--- config.mk ---
export PLATFORM = sky130hd
export DESIGN_NAME = fpnew_rounding_pipe_flat
export DESIGN_NICKNAME = d
export VERILOG_FILES = /design/src/rtl/fpnew_pkg.sv /design/src/rtl/fpnew_rounding_pipe_if.sv /design/src/rtl/fpnew_round_lane.sv /design/src/rtl/fpnew_rounding_pipe.sv /design/src/flat_wrapper.sv
export SDC_FILE = /design/constraint.sdc
export NUM_CORES = 1
export LEC_CHECK = 0
export CORE_MARGIN = 3
export CORE_UTILIZATION = 35
export DETAILED_ROUTE_END_ITERATION = 16
export GPL_TIMING_DRIVEN = 1
export HOLD_SLACK_MARGIN = 0.15
export PLACE_DENSITY = 0.65
export SLEW_MARGIN = 20
export SYNTH_ARGS = -nofsm -noshare
export SYNTH_HDL_FRONTEND = slang
export SYNTH_SLANG_ARGS = --single-unit
--- constraint.sdc ---
create_clock -name clk_i -period 1.4 [get_ports clk_i]
set_input_delay 0.14 -clock clk_i [delete_from_list [all_inputs] [get_ports clk_i]]
set_output_delay 0.14 -clock clk_i [all_outputs]
set_load 0.05 [all_outputs]
--- src/rtl/fpnew_pkg.sv ---
`default_nettype none
// ============================================================================
// Module      : fpnew_pkg
// Description : Shared FP datapath types: rounding modes, rounding status and
//               the per-lane round-up decision.
// Revision    : 1.0 - initial release
// ============================================================================
package fpnew_pkg;

    localparam logic DONT_CARE = 1'b1;

    typedef enum logic [2:0] {
        RNE = 3'b000,
        RTZ = 3'b001,
        RDN = 3'b010,
        RUP = 3'b011,
        RMM = 3'b100,
        ROD = 3'b101,
        DYN = 3'b111
    } roundmode_e;

    typedef struct packed {
        logic exact_zero;
        logic inexact;
        logic carry;
    } rnd_status_t;

    // Unlisted encodings (including DYN) fall back to truncation.
    function automatic logic rnd_round_up(roundmode_e mode, logic lsb,
                                          logic [1:0] rs, logic sign);
        logic w_any;
        logic w_up;
        w_any = |rs;
        case (mode)
            RNE:     w_up = rs[1] & (rs[0] | lsb);
            RDN:     w_up = w_any & sign;
            RUP:     w_up = w_any & ~sign;
            RMM:     w_up = rs[1];
            ROD:     w_up = w_any & ~lsb;
            default: w_up = 1'b0;
        endcase
        return w_up;
    endfunction

endpackage
`default_nettype wire

--- src/rtl/fpnew_rounding_pipe_if.sv ---
`default_nettype none
// ============================================================================
// Module      : fpnew_rounding_pipe_if
// Description : Input/output handshake bundle of the rounding pipeline.
// Revision    : 1.0 - initial release
// ============================================================================
interface fpnew_rounding_pipe_if
    import fpnew_pkg::*;
#(
    parameter int unsigned AbsWidth = 8,
    parameter int unsigned NumLanes = 2,
    parameter int unsigned TagWidth = 4
);
    logic                         in_valid_i;
    logic                         in_ready_o;
    logic [NumLanes*AbsWidth-1:0] abs_value_i;
    logic [NumLanes-1:0]          sign_i;
    logic [NumLanes*2-1:0]        round_sticky_bits_i;
    logic [NumLanes-1:0]          effective_subtraction_i;
    logic [NumLanes-1:0]          lane_mask_i;
    roundmode_e                   rnd_mode_i;
    logic [TagWidth-1:0]          tag_i;

    logic                         out_valid_o;
    logic                         out_ready_i;
    logic [NumLanes*AbsWidth-1:0] abs_rounded_o;
    logic [NumLanes-1:0]          sign_o;
    logic [NumLanes-1:0]          exact_zero_o;
    logic [NumLanes-1:0]          inexact_o;
    logic [NumLanes-1:0]          carry_o;
    logic [TagWidth-1:0]          tag_o;

    modport slave (
        input  in_valid_i, abs_value_i, sign_i, round_sticky_bits_i,
               effective_subtraction_i, lane_mask_i, rnd_mode_i, tag_i,
               out_ready_i,
        output in_ready_o, out_valid_o, abs_rounded_o, sign_o,
               exact_zero_o, inexact_o, carry_o, tag_o
    );

    modport master (
        output in_valid_i, abs_value_i, sign_i, round_sticky_bits_i,
               effective_subtraction_i, lane_mask_i, rnd_mode_i, tag_i,
               out_ready_i,
        input  in_ready_o, out_valid_o, abs_rounded_o, sign_o,
               exact_zero_o, inexact_o, carry_o, tag_o
    );
endinterface
`default_nettype wire

--- src/rtl/fpnew_round_lane.sv ---
`default_nettype none
// ============================================================================
// Module      : fpnew_round_lane
// Description : Combinational rounding of one lane: decision, sum, sign, flags.
// Revision    : 1.0 - initial release
// ============================================================================
module fpnew_round_lane
    import fpnew_pkg::*;
#(
    parameter int unsigned AbsWidth = 8
) (
    input  logic [AbsWidth-1:0] abs_value_i,
    input  logic                sign_i,
    input  logic [1:0]          round_sticky_bits_i,
    input  logic                effective_subtraction_i,
    input  logic                lane_en_i,
    input  roundmode_e          rnd_mode_i,
    output logic [AbsWidth-1:0] abs_rounded_o,
    output logic                sign_o,
    output rnd_status_t         status_o
);
    logic              w_round_up;
    logic [AbsWidth:0] w_sum;
    logic              w_exact_zero;

    assign w_round_up   = rnd_round_up(rnd_mode_i, abs_value_i[0],
                                       round_sticky_bits_i, sign_i);
    // The extra MSB of the sum is the carry into the exponent.
    assign w_sum        = {1'b0, abs_value_i} + {{AbsWidth{1'b0}}, w_round_up};
    assign w_exact_zero = (abs_value_i == '0) && (round_sticky_bits_i == 2'b00);

    always_comb begin
        abs_rounded_o = '0;
        sign_o        = 1'b0;
        status_o      = '0;
        if (lane_en_i) begin
            abs_rounded_o       = w_sum[AbsWidth-1:0];
            // An exact zero from cancellation is -0 only when rounding down.
            sign_o              = (w_exact_zero && effective_subtraction_i)
                                  ? (rnd_mode_i == RDN) : sign_i;
            status_o.exact_zero = w_exact_zero;
            status_o.inexact    = |round_sticky_bits_i;
            status_o.carry      = w_sum[AbsWidth];
        end
    end
endmodule
`default_nettype wire

--- src/rtl/fpnew_rounding_pipe.sv ---
`default_nettype none
// ============================================================================
// Module      : fpnew_rounding_pipe
// Description : Multi-lane rounding stage followed by NumPipeRegs elastic
//               register stages with valid/ready handshake and flush.
// Revision    : 1.0 - initial release
// ============================================================================
module fpnew_rounding_pipe
    import fpnew_pkg::*;
#(
    parameter int unsigned AbsWidth    = 8,
    parameter int unsigned NumLanes    = 2,
    parameter int unsigned NumPipeRegs = 2,
    parameter int unsigned TagWidth    = 4
) (
    input  logic                 clk_i,
    input  logic                 rst_ni,
    input  logic                 flush_i,
    output logic                 busy_o,
    fpnew_rounding_pipe_if.slave pipe
);
    localparam int unsigned c_ABS_BITS = NumLanes * AbsWidth;
    localparam int unsigned c_DATA_W   = c_ABS_BITS + 4 * NumLanes + TagWidth;

    logic [c_ABS_BITS-1:0] w_abs_rounded;
    logic [NumLanes-1:0]   w_sign;
    logic [NumLanes-1:0]   w_zero;
    logic [NumLanes-1:0]   w_inexact;
    logic [NumLanes-1:0]   w_carry;

    for (genvar l = 0; l < NumLanes; l++) begin : g_lane
        rnd_status_t w_status;

        fpnew_round_lane #(
            .AbsWidth (AbsWidth)
        ) u_lane (
            .abs_value_i             (pipe.abs_value_i[l*AbsWidth +: AbsWidth]),
            .sign_i                  (pipe.sign_i[l]),
            .round_sticky_bits_i     (pipe.round_sticky_bits_i[2*l +: 2]),
            .effective_subtraction_i (pipe.effective_subtraction_i[l]),
            .lane_en_i               (pipe.lane_mask_i[l]),
            .rnd_mode_i              (pipe.rnd_mode_i),
            .abs_rounded_o           (w_abs_rounded[l*AbsWidth +: AbsWidth]),
            .sign_o                  (w_sign[l]),
            .status_o                (w_status)
        );

        assign w_zero[l]    = w_status.exact_zero;
        assign w_inexact[l] = w_status.inexact;
        assign w_carry[l]   = w_status.carry;
    end

    // Index 0 is the combinational input, index k the output of register k.
    logic [c_DATA_W-1:0]  w_stage_data [0:NumPipeRegs];
    logic [NumPipeRegs:0] w_stage_valid;
    logic [NumPipeRegs:0] w_stage_ready;

    assign w_stage_data[0]            = {pipe.tag_i, w_carry, w_inexact, w_zero,
                                         w_sign, w_abs_rounded};
    assign w_stage_valid[0]           = pipe.in_valid_i;
    assign w_stage_ready[NumPipeRegs] = pipe.out_ready_i;

    for (genvar i = 0; i < NumPipeRegs; i++) begin : g_stage
        logic                r_valid;
        logic [c_DATA_W-1:0] r_data;

        // Stage i can advance unless every downstream register is full and
        // the consumer stalls; this is the unrolled chain of stage readies.
        assign w_stage_ready[i] = pipe.out_ready_i
                                | ~(&w_stage_valid[NumPipeRegs:i+1]);

        always_ff @(posedge clk_i or negedge rst_ni) begin
            if (!rst_ni) begin
                r_valid <= 1'b0;
                r_data  <= '0;
            end else begin
                if (flush_i) begin
                    r_valid <= 1'b0;
                end else if (w_stage_ready[i]) begin
                    r_valid <= w_stage_valid[i];
                end
                if (w_stage_ready[i]) begin
                    r_data <= w_stage_data[i];
                end
            end
        end

        assign w_stage_valid[i+1] = r_valid;
        assign w_stage_data[i+1]  = r_data;
    end

    if (NumPipeRegs > 0) begin : g_busy
        assign busy_o = |w_stage_valid[NumPipeRegs:1];
    end else begin : g_no_busy
        assign busy_o = 1'b0;
    end

    assign pipe.in_ready_o    = w_stage_ready[0] | (flush_i & (NumPipeRegs != 0));
    assign pipe.out_valid_o   = w_stage_valid[NumPipeRegs];
    assign pipe.abs_rounded_o = w_stage_data[NumPipeRegs][c_ABS_BITS-1:0];
    assign pipe.sign_o        = w_stage_data[NumPipeRegs][c_ABS_BITS +: NumLanes];
    assign pipe.exact_zero_o  = w_stage_data[NumPipeRegs][c_ABS_BITS + NumLanes +: NumLanes];
    assign pipe.inexact_o     = w_stage_data[NumPipeRegs][c_ABS_BITS + 2*NumLanes +: NumLanes];
    assign pipe.carry_o       = w_stage_data[NumPipeRegs][c_ABS_BITS + 3*NumLanes +: NumLanes];
    assign pipe.tag_o         = w_stage_data[NumPipeRegs][c_DATA_W-1 -: TagWidth];
endmodule
`default_nettype wire

--- src/flat_wrapper.sv ---
// flat-port wrapper written by rule: the top's interface ports become plain ports
module fpnew_rounding_pipe_flat import fpnew_pkg::*;
#(
    parameter int unsigned AbsWidth    = 8,
    parameter int unsigned NumLanes    = 2,
    parameter int unsigned NumPipeRegs = 2,
    parameter int unsigned TagWidth    = 4
)
  (clk_i, rst_ni, flush_i, busy_o, pipe_in_valid_i, pipe_abs_value_i, pipe_sign_i, pipe_round_sticky_bits_i, pipe_effective_subtraction_i, pipe_lane_mask_i, pipe_rnd_mode_i, pipe_tag_i, pipe_out_ready_i, pipe_in_ready_o, pipe_out_valid_o, pipe_abs_rounded_o, pipe_sign_o, pipe_exact_zero_o, pipe_inexact_o, pipe_carry_o, pipe_tag_o);
  fpnew_rounding_pipe_if #(.AbsWidth(AbsWidth), .NumLanes(NumLanes), .TagWidth(TagWidth)) pipe_i ();
  input  logic clk_i;
  input  logic rst_ni;
  input  logic flush_i;
  output logic busy_o;
  input wire logic [$bits(pipe_i.in_valid_i)-1:0] pipe_in_valid_i;
  input wire logic [$bits(pipe_i.abs_value_i)-1:0] pipe_abs_value_i;
  input wire logic [$bits(pipe_i.sign_i)-1:0] pipe_sign_i;
  input wire logic [$bits(pipe_i.round_sticky_bits_i)-1:0] pipe_round_sticky_bits_i;
  input wire logic [$bits(pipe_i.effective_subtraction_i)-1:0] pipe_effective_subtraction_i;
  input wire logic [$bits(pipe_i.lane_mask_i)-1:0] pipe_lane_mask_i;
  input wire logic [$bits(pipe_i.rnd_mode_i)-1:0] pipe_rnd_mode_i;
  input wire logic [$bits(pipe_i.tag_i)-1:0] pipe_tag_i;
  input wire logic [$bits(pipe_i.out_ready_i)-1:0] pipe_out_ready_i;
  output wire logic [$bits(pipe_i.in_ready_o)-1:0] pipe_in_ready_o;
  output wire logic [$bits(pipe_i.out_valid_o)-1:0] pipe_out_valid_o;
  output wire logic [$bits(pipe_i.abs_rounded_o)-1:0] pipe_abs_rounded_o;
  output wire logic [$bits(pipe_i.sign_o)-1:0] pipe_sign_o;
  output wire logic [$bits(pipe_i.exact_zero_o)-1:0] pipe_exact_zero_o;
  output wire logic [$bits(pipe_i.inexact_o)-1:0] pipe_inexact_o;
  output wire logic [$bits(pipe_i.carry_o)-1:0] pipe_carry_o;
  output wire logic [$bits(pipe_i.tag_o)-1:0] pipe_tag_o;
  assign pipe_i.in_valid_i = pipe_in_valid_i;
  assign pipe_i.abs_value_i = pipe_abs_value_i;
  assign pipe_i.sign_i = pipe_sign_i;
  assign pipe_i.round_sticky_bits_i = pipe_round_sticky_bits_i;
  assign pipe_i.effective_subtraction_i = pipe_effective_subtraction_i;
  assign pipe_i.lane_mask_i = pipe_lane_mask_i;
  assign pipe_i.rnd_mode_i = pipe_rnd_mode_i;
  assign pipe_i.tag_i = pipe_tag_i;
  assign pipe_i.out_ready_i = pipe_out_ready_i;
  assign pipe_in_ready_o = pipe_i.in_ready_o;
  assign pipe_out_valid_o = pipe_i.out_valid_o;
  assign pipe_abs_rounded_o = pipe_i.abs_rounded_o;
  assign pipe_sign_o = pipe_i.sign_o;
  assign pipe_exact_zero_o = pipe_i.exact_zero_o;
  assign pipe_inexact_o = pipe_i.inexact_o;
  assign pipe_carry_o = pipe_i.carry_o;
  assign pipe_tag_o = pipe_i.tag_o;
  fpnew_rounding_pipe #(.AbsWidth(AbsWidth), .NumLanes(NumLanes), .NumPipeRegs(NumPipeRegs), .TagWidth(TagWidth)) u_core (.clk_i(clk_i), .rst_ni(rst_ni), .flush_i(flush_i), .busy_o(busy_o), .pipe(pipe_i));
endmodule
# [Word-level counts from Yosys, hierarchy flattened]
# Index checks and enable logic that the tools add are counted.
[word_totals] register_bits=58 in_bits=38 output_inout_bits=31 elab_cells=58
[classes] n_addsub=2 n_eq_ne=4 mux=14 bitwise_logic=19 reduce_logical=15
[ops] op="adder 8 x 1 -> 9 bit" count=2
[ops] op="logical NOT 8 bit" count=2
[ops] op="two-way mux 8 bit" count=2
[ops] op="case mux 1 bit (5 select lines)" count=2
[ops] op="AND 1 bit" count=8
[ops] op="two-way mux 1 bit" count=8
[ops] op="equality test 3 x 2 -> 1 bit (second input constant)" count=2
[ops] op="equality test 3 bit (second input constant)" count=2
[ops] op="two-way mux 3 bit" count=2
[ops] op="NOT 1 bit" count=6
[ops] op="OR reduction 2 bit" count=3
[ops] op="OR 1 bit" count=5
[ops] op="logical AND 1 bit" count=4
[ops] op="logical NOT 2 bit" count=2
[ops] op="nonzero test 2 bit" count=2
[ops] op="logical NOT 3 bit" count=1
[ops] op="AND reduction 2 bit" count=1

# [Logic depth before layout (Yosys ltp)]
# Gate-level depths: netlist of the first run.
[logic_depth] ltp_word=5 depth_mapped=11 mapped_depth_nobuf=10

# [Cells and area by module]
# A second synthesis of the first run with hierarchy kept.
[hier_totals] hier_cells=220 area_unflattened_um2=2815.2
[by_module_without_submodules] module="fpnew_rounding_pipe" instances=1 cells_per_inst=127 area_each_um2=2242.2 seq_area_each_um2=1451.4
[by_module_without_submodules] module="fpnew_round_lane at u_core.g_lane[0].u_lane" instances=1 cells_per_inst=47 area_each_um2=290.3 seq_area_each_um2=0.0
[by_module_without_submodules] module="fpnew_round_lane at u_core.g_lane[1].u_lane" instances=1 cells_per_inst=46 area_each_um2=282.8 seq_area_each_um2=0.0

# [Worst setup path after synthesis of the first run]
# OpenSTA, ideal clock, no wires.
[synth_timing] path_kind="flip-flop to output port" startpoint="register u_core.g_stage[1].r_valid, in the netlist u_core.pipe.out_valid_o" endpoint="output pipe_in_ready_o" arrival_ps=1566 required_ps=1260 setup_slack_ps=-306 path_stages_with_launch=4 path_cell_list="dfrtp_1 -> nand2b_1 -> clkbuf_1 -> or3_1"
[synth_between] elab_chain_len=4
[synth_lines] element="start: declaration" line="fpnew_rounding_pipe.sv:64" rtl="logic r_valid;"
[synth_lines] element="start signal: assignment" line="fpnew_rounding_pipe.sv:80" rtl="r_valid <= w_stage_valid[i];"
[synth_lines] element="AND reduction 2 bit" line="fpnew_rounding_pipe.sv:70" rtl="| ~(&w_stage_valid[NumPipeRegs:i+1]);"
[synth_lines] element="NOT 1 bit" line="fpnew_rounding_pipe.sv:70"
[synth_lines] element="OR 1 bit" line="fpnew_rounding_pipe.sv:70"
[synth_lines] element="OR 1 bit" line="fpnew_rounding_pipe.sv:98" rtl="assign pipe.in_ready_o = w_stage_ready[0] | (flush_i & (NumPipeRegs != 0));"
[synth_lines] element="end: declaration" line="flat_wrapper.sv:24" rtl="output wire logic [$bits(pipe_i.in_ready_o)-1:0] pipe_in_ready_o;"
# Every way passes these cells.

# [Worst setup path in the final report of the first run]
[layout_timing] startpoint="register u_core.g_stage[0].r_valid" endpoint="output pipe_in_ready_o"
[layout_between] elab_chain_len=4
[layout_lines] element="start: declaration" line="fpnew_rounding_pipe.sv:64"
[layout_lines] element="start signal: assignment" line="fpnew_rounding_pipe.sv:80"
[layout_lines] element="AND reduction 2 bit" line="fpnew_rounding_pipe.sv:70"
[layout_lines] element="NOT 1 bit" line="fpnew_rounding_pipe.sv:70"
[layout_lines] element="OR 1 bit" line="fpnew_rounding_pipe.sv:70"
[layout_lines] element="OR 1 bit" line="fpnew_rounding_pipe.sv:98"
# Every way passes these cells.

==> results.cfg, run 1 <==
[status]
status = finished with violations
violations = setup timing

[floorplanning]
boundaryPins = 69
die_w_um = 92.5
die_area_um2 = 8550
fp-row-count = 30
die_h_um = 92.5
core-area_um2 = 7020
initial_core_util = 0.373

[timing]
fmax_ghz = 0.696
fin_hold_ws_ns = 0.236
finalSetupTns_ns = -0.0360
timing.final.crit_period_ns = 1.44
tightest_slew_ns = 0.440
finClkSkew_ns = 0.00904
timing.slew.headroom = 0.707
finalMaxSlewViolations = 0
period_share = 1.03
hold_violations = 0
setup_viol = 1
rsz0062_at_grt = true
fin_ws_ns = -0.0360

[worst_hold_path]
hp-start = pipe_rnd_mode_i[0]
hold_class = primary input to flip-flop
hold_path_end = u_core.g_stage[0].r_data[17]
holdPathStages = 4

[synthesis]
yosys_register_bits = 58
synth_flop_cell = dfrtp_1
yosys-top-cells-area = dfrtp_1, nand2_1, xnor2_1
ys_seq_area_frac = 0.555
synth_cell_types = 30
ys_warn_count = 0
synth_nets = 336
synth_edf_count = 0
avgSynthCellArea_um2 = 8.90
syn_inst = 294
synth_top_area_frac = 0.555
synthTopCellsByCount = nand2_1, dfrtp_1, o21ai_0, nand3_1, xnor2_1
async_reset_ff_frac = 1.00
synth_area_um2 = 2620
synth_top_area_cell = dfrtp_1
synth.most_common_cell = nand2_1

[global_routing]
grt_overflow_total = 0
grt_pass1_wl_mm = 11.2
grtUsageTotal = 0.166
antenna_found_initial = 0
grt_max_degree = 29
grt_pass1_vias = 2485

[pwr]
power_uw = 4360
powerDensity_nw_per_um2 = 986
ir_worst_vdd_uv = 398
clock_power_share = 0.340
switching_power_uw = 1220
p_int_uw = 3130
swShare = 0.281
p_comb_frac = 0.229
seqPwrFrac = 0.430
power.leakage_uw = 0.00207

[routing]
drc = 0
ant_nets = 0
via_per_inst = 4.62
first_pass_iters = 4
wl_per_cell_um = 12.7
totalWireLength_mm = 6.48
drtIter0Drc = 77
vias = 2354

[placement]
dp_hpwl_mm = 5.02
placed_area_um2 = 4050
portBuffers = 68
gp_congestion = 0.784

[critical_path]
cp_slowest_cell = or3_4
worst-endpoint-required_ns = 1.26
r2r-end = u_core.g_stage[0].r_data[11]
rr_worst_depth = 6
ff2ff_setup_slack_ns = 0.08
crit_chain = inv_2, or3_4, buf_12
crit_fanout = 2
critPathMaxStageDelay_ns = 0.39
r2r_start = u_core.pipe.out_valid_o
cp-start-kind = flip-flop
critPathKind = flip-flop to primary output
arrival_ns = 1.30
setup.worst_path.start = u_core.g_stage[0].r_valid
cp-end-kind = primary output

[clocking]
cts.path.max_buffers = 2
cts_max_level = 3
numClockSinks = 58
cts_tree = built
clk-insertion-delay-late_ns = 0.34
numCtsBuffers = 9
clk_pin_slew_ns = 0.06
ctsRootBufferMaster = clkbuf_8

[job]
maxCapViolations = 0

[cells_and_area]
post-route-util = 0.630
antenna_cells = 0
fin_nets = 452
fin_area_um2 = 4420
drive_above_1_share = 0.329
synthToLayoutAreaGrowth_pct = 68.9
-- sequential cells by signal (all words and copies together), names as in the netlist --
| signal | count |
|---|---|
| u_core.pipe.out_valid_o | 1 |
| u_core.g_stage.r_data | 56 |
| u_core.g_stage.r_valid | 1 |
-- layer usage --
| layer | routed length (um) | vias to the layer above | global-route usage |
|---|---|---|---|
| met3 | 365 | 13 | 0.0301 |
| met5 | 0 | - | 0 |
| li1 | - | 1197 | - |
| met2 | 3040 | 71 | 0.261 |
| met1 | 2920 | 1073 | 0.216 |
| met4 | 149 | 0 | 0.0879 |
-- worst max-delay path: cells and delay by family (launching register included) --
kind / cells / cell delay, ns
and+or+nand+nor: 1 / 0.39
DFF: 1 / 0.37
buffers and inverters: 2 / 0.20
-- area by class of cell --
| type | count | area [um2] |
|---|---|---|
| flip-flops and latches | 58 | 1450 |
| multi-input cells | 222 | 1320 |
| well taps | 96 | 120 |
| clock inverters | 5 | 55.1 |
| clock buffers | 10 | 138 |
| inverters | 3 | 11.3 |
| repair buffers | 116 | 1330 |
| fillers | 600 | 2600 |
-- metrics by stage --
stage | setup WS [ns] | instances
floorplan | -0.0900 | 294
global placement | -0.691 | 491
detailed placement | -0.770 | 491
CTS | -0.0540 | 510
global route | -0.0925 | 510
finish | -0.0360 | 510
-- power groups by stage --
stage	registers [uW]	logic, uW	clock network (uW)
4_1_cts	1880	979	1530
5_1_grt	1890	1070	1600
6_report	1870	999	1480
3_5_place_dp	1910	955	0
2_1_floorplan	2080	205	0
3_3_place_gp	1900	943	0
-- worst max-delay path by stage --
stage	slack, ns	cells past startpoint	end
after CTS	-0.05	3	pipe_in_ready_o
final	-0.04	3	pipe_in_ready_o
after floorplan	-0.09	10	u_core.g_stage[0].r_data[13]
after detailed placement	-0.77	11	u_core.g_stage[0].r_data[6]
after global routing	-0.09	10	u_core.g_stage[0].r_data[7]
after global placement	-0.69	11	u_core.g_stage[0].r_data[13]
-- layout by cell type (no fill, tap or decap), types with 3 or more instances in the layout --
cell,Yosys,routed
xor2_1,5,4
nand2_1,134,133
dfrtp_1,58,57
o21ai_0,12,5
o21ai_1,2,8
clkdlybuf4s50_1,0,27
nor2_1,8,6
buf_12,0,29
xnor2_2,0,4
buf_4,0,47
nand4_1,5,5
xnor2_1,9,5
clkdlybuf4s15_1,0,3
nor4_2,3,3
clkbuf_8,0,10
nand3_1,11,7
ha_4,0,4
o31ai_1,7,6
nand3_4,0,3
-- logic make-up (layout without fill, tap and decap cells) --
family / Yosys count / after routing / share of synthesized area
AO/OA/AOI/OAI: 26 / 26 / 0.0617
XOR/XNOR: 14 / 14 / 0.0469
adder cells (fa/ha/maj): 4 / 4 / 0.0191
buffers and inverters: 14 / 134 / 0.0239
flip-flops: 58 / 58 / 0.555
multiplexers: 2 / 2 / 0.00765
AND/OR/NAND/NOR: 176 / 176 / 0.286
-- repair_timing --
action	in CTS	in global routing
buffers inserted	3	0
pin swaps	16	24
resized for setup	34	27
gates cloned	0	0
setup endpoints to repair	19	16
endpoints found under the hold margin	58	0
hold buffers	1	0
No activity file was read; power rests on OpenSTA's default activity.
==> run 2: changes to the inputs <==
- CAP_MARGIN: not set -> 15
- CTS_CLUSTER_SIZE: not set -> 30
==> results of run 2 <==
No change in the layout: final DEF, timing and power equal those of run 1.
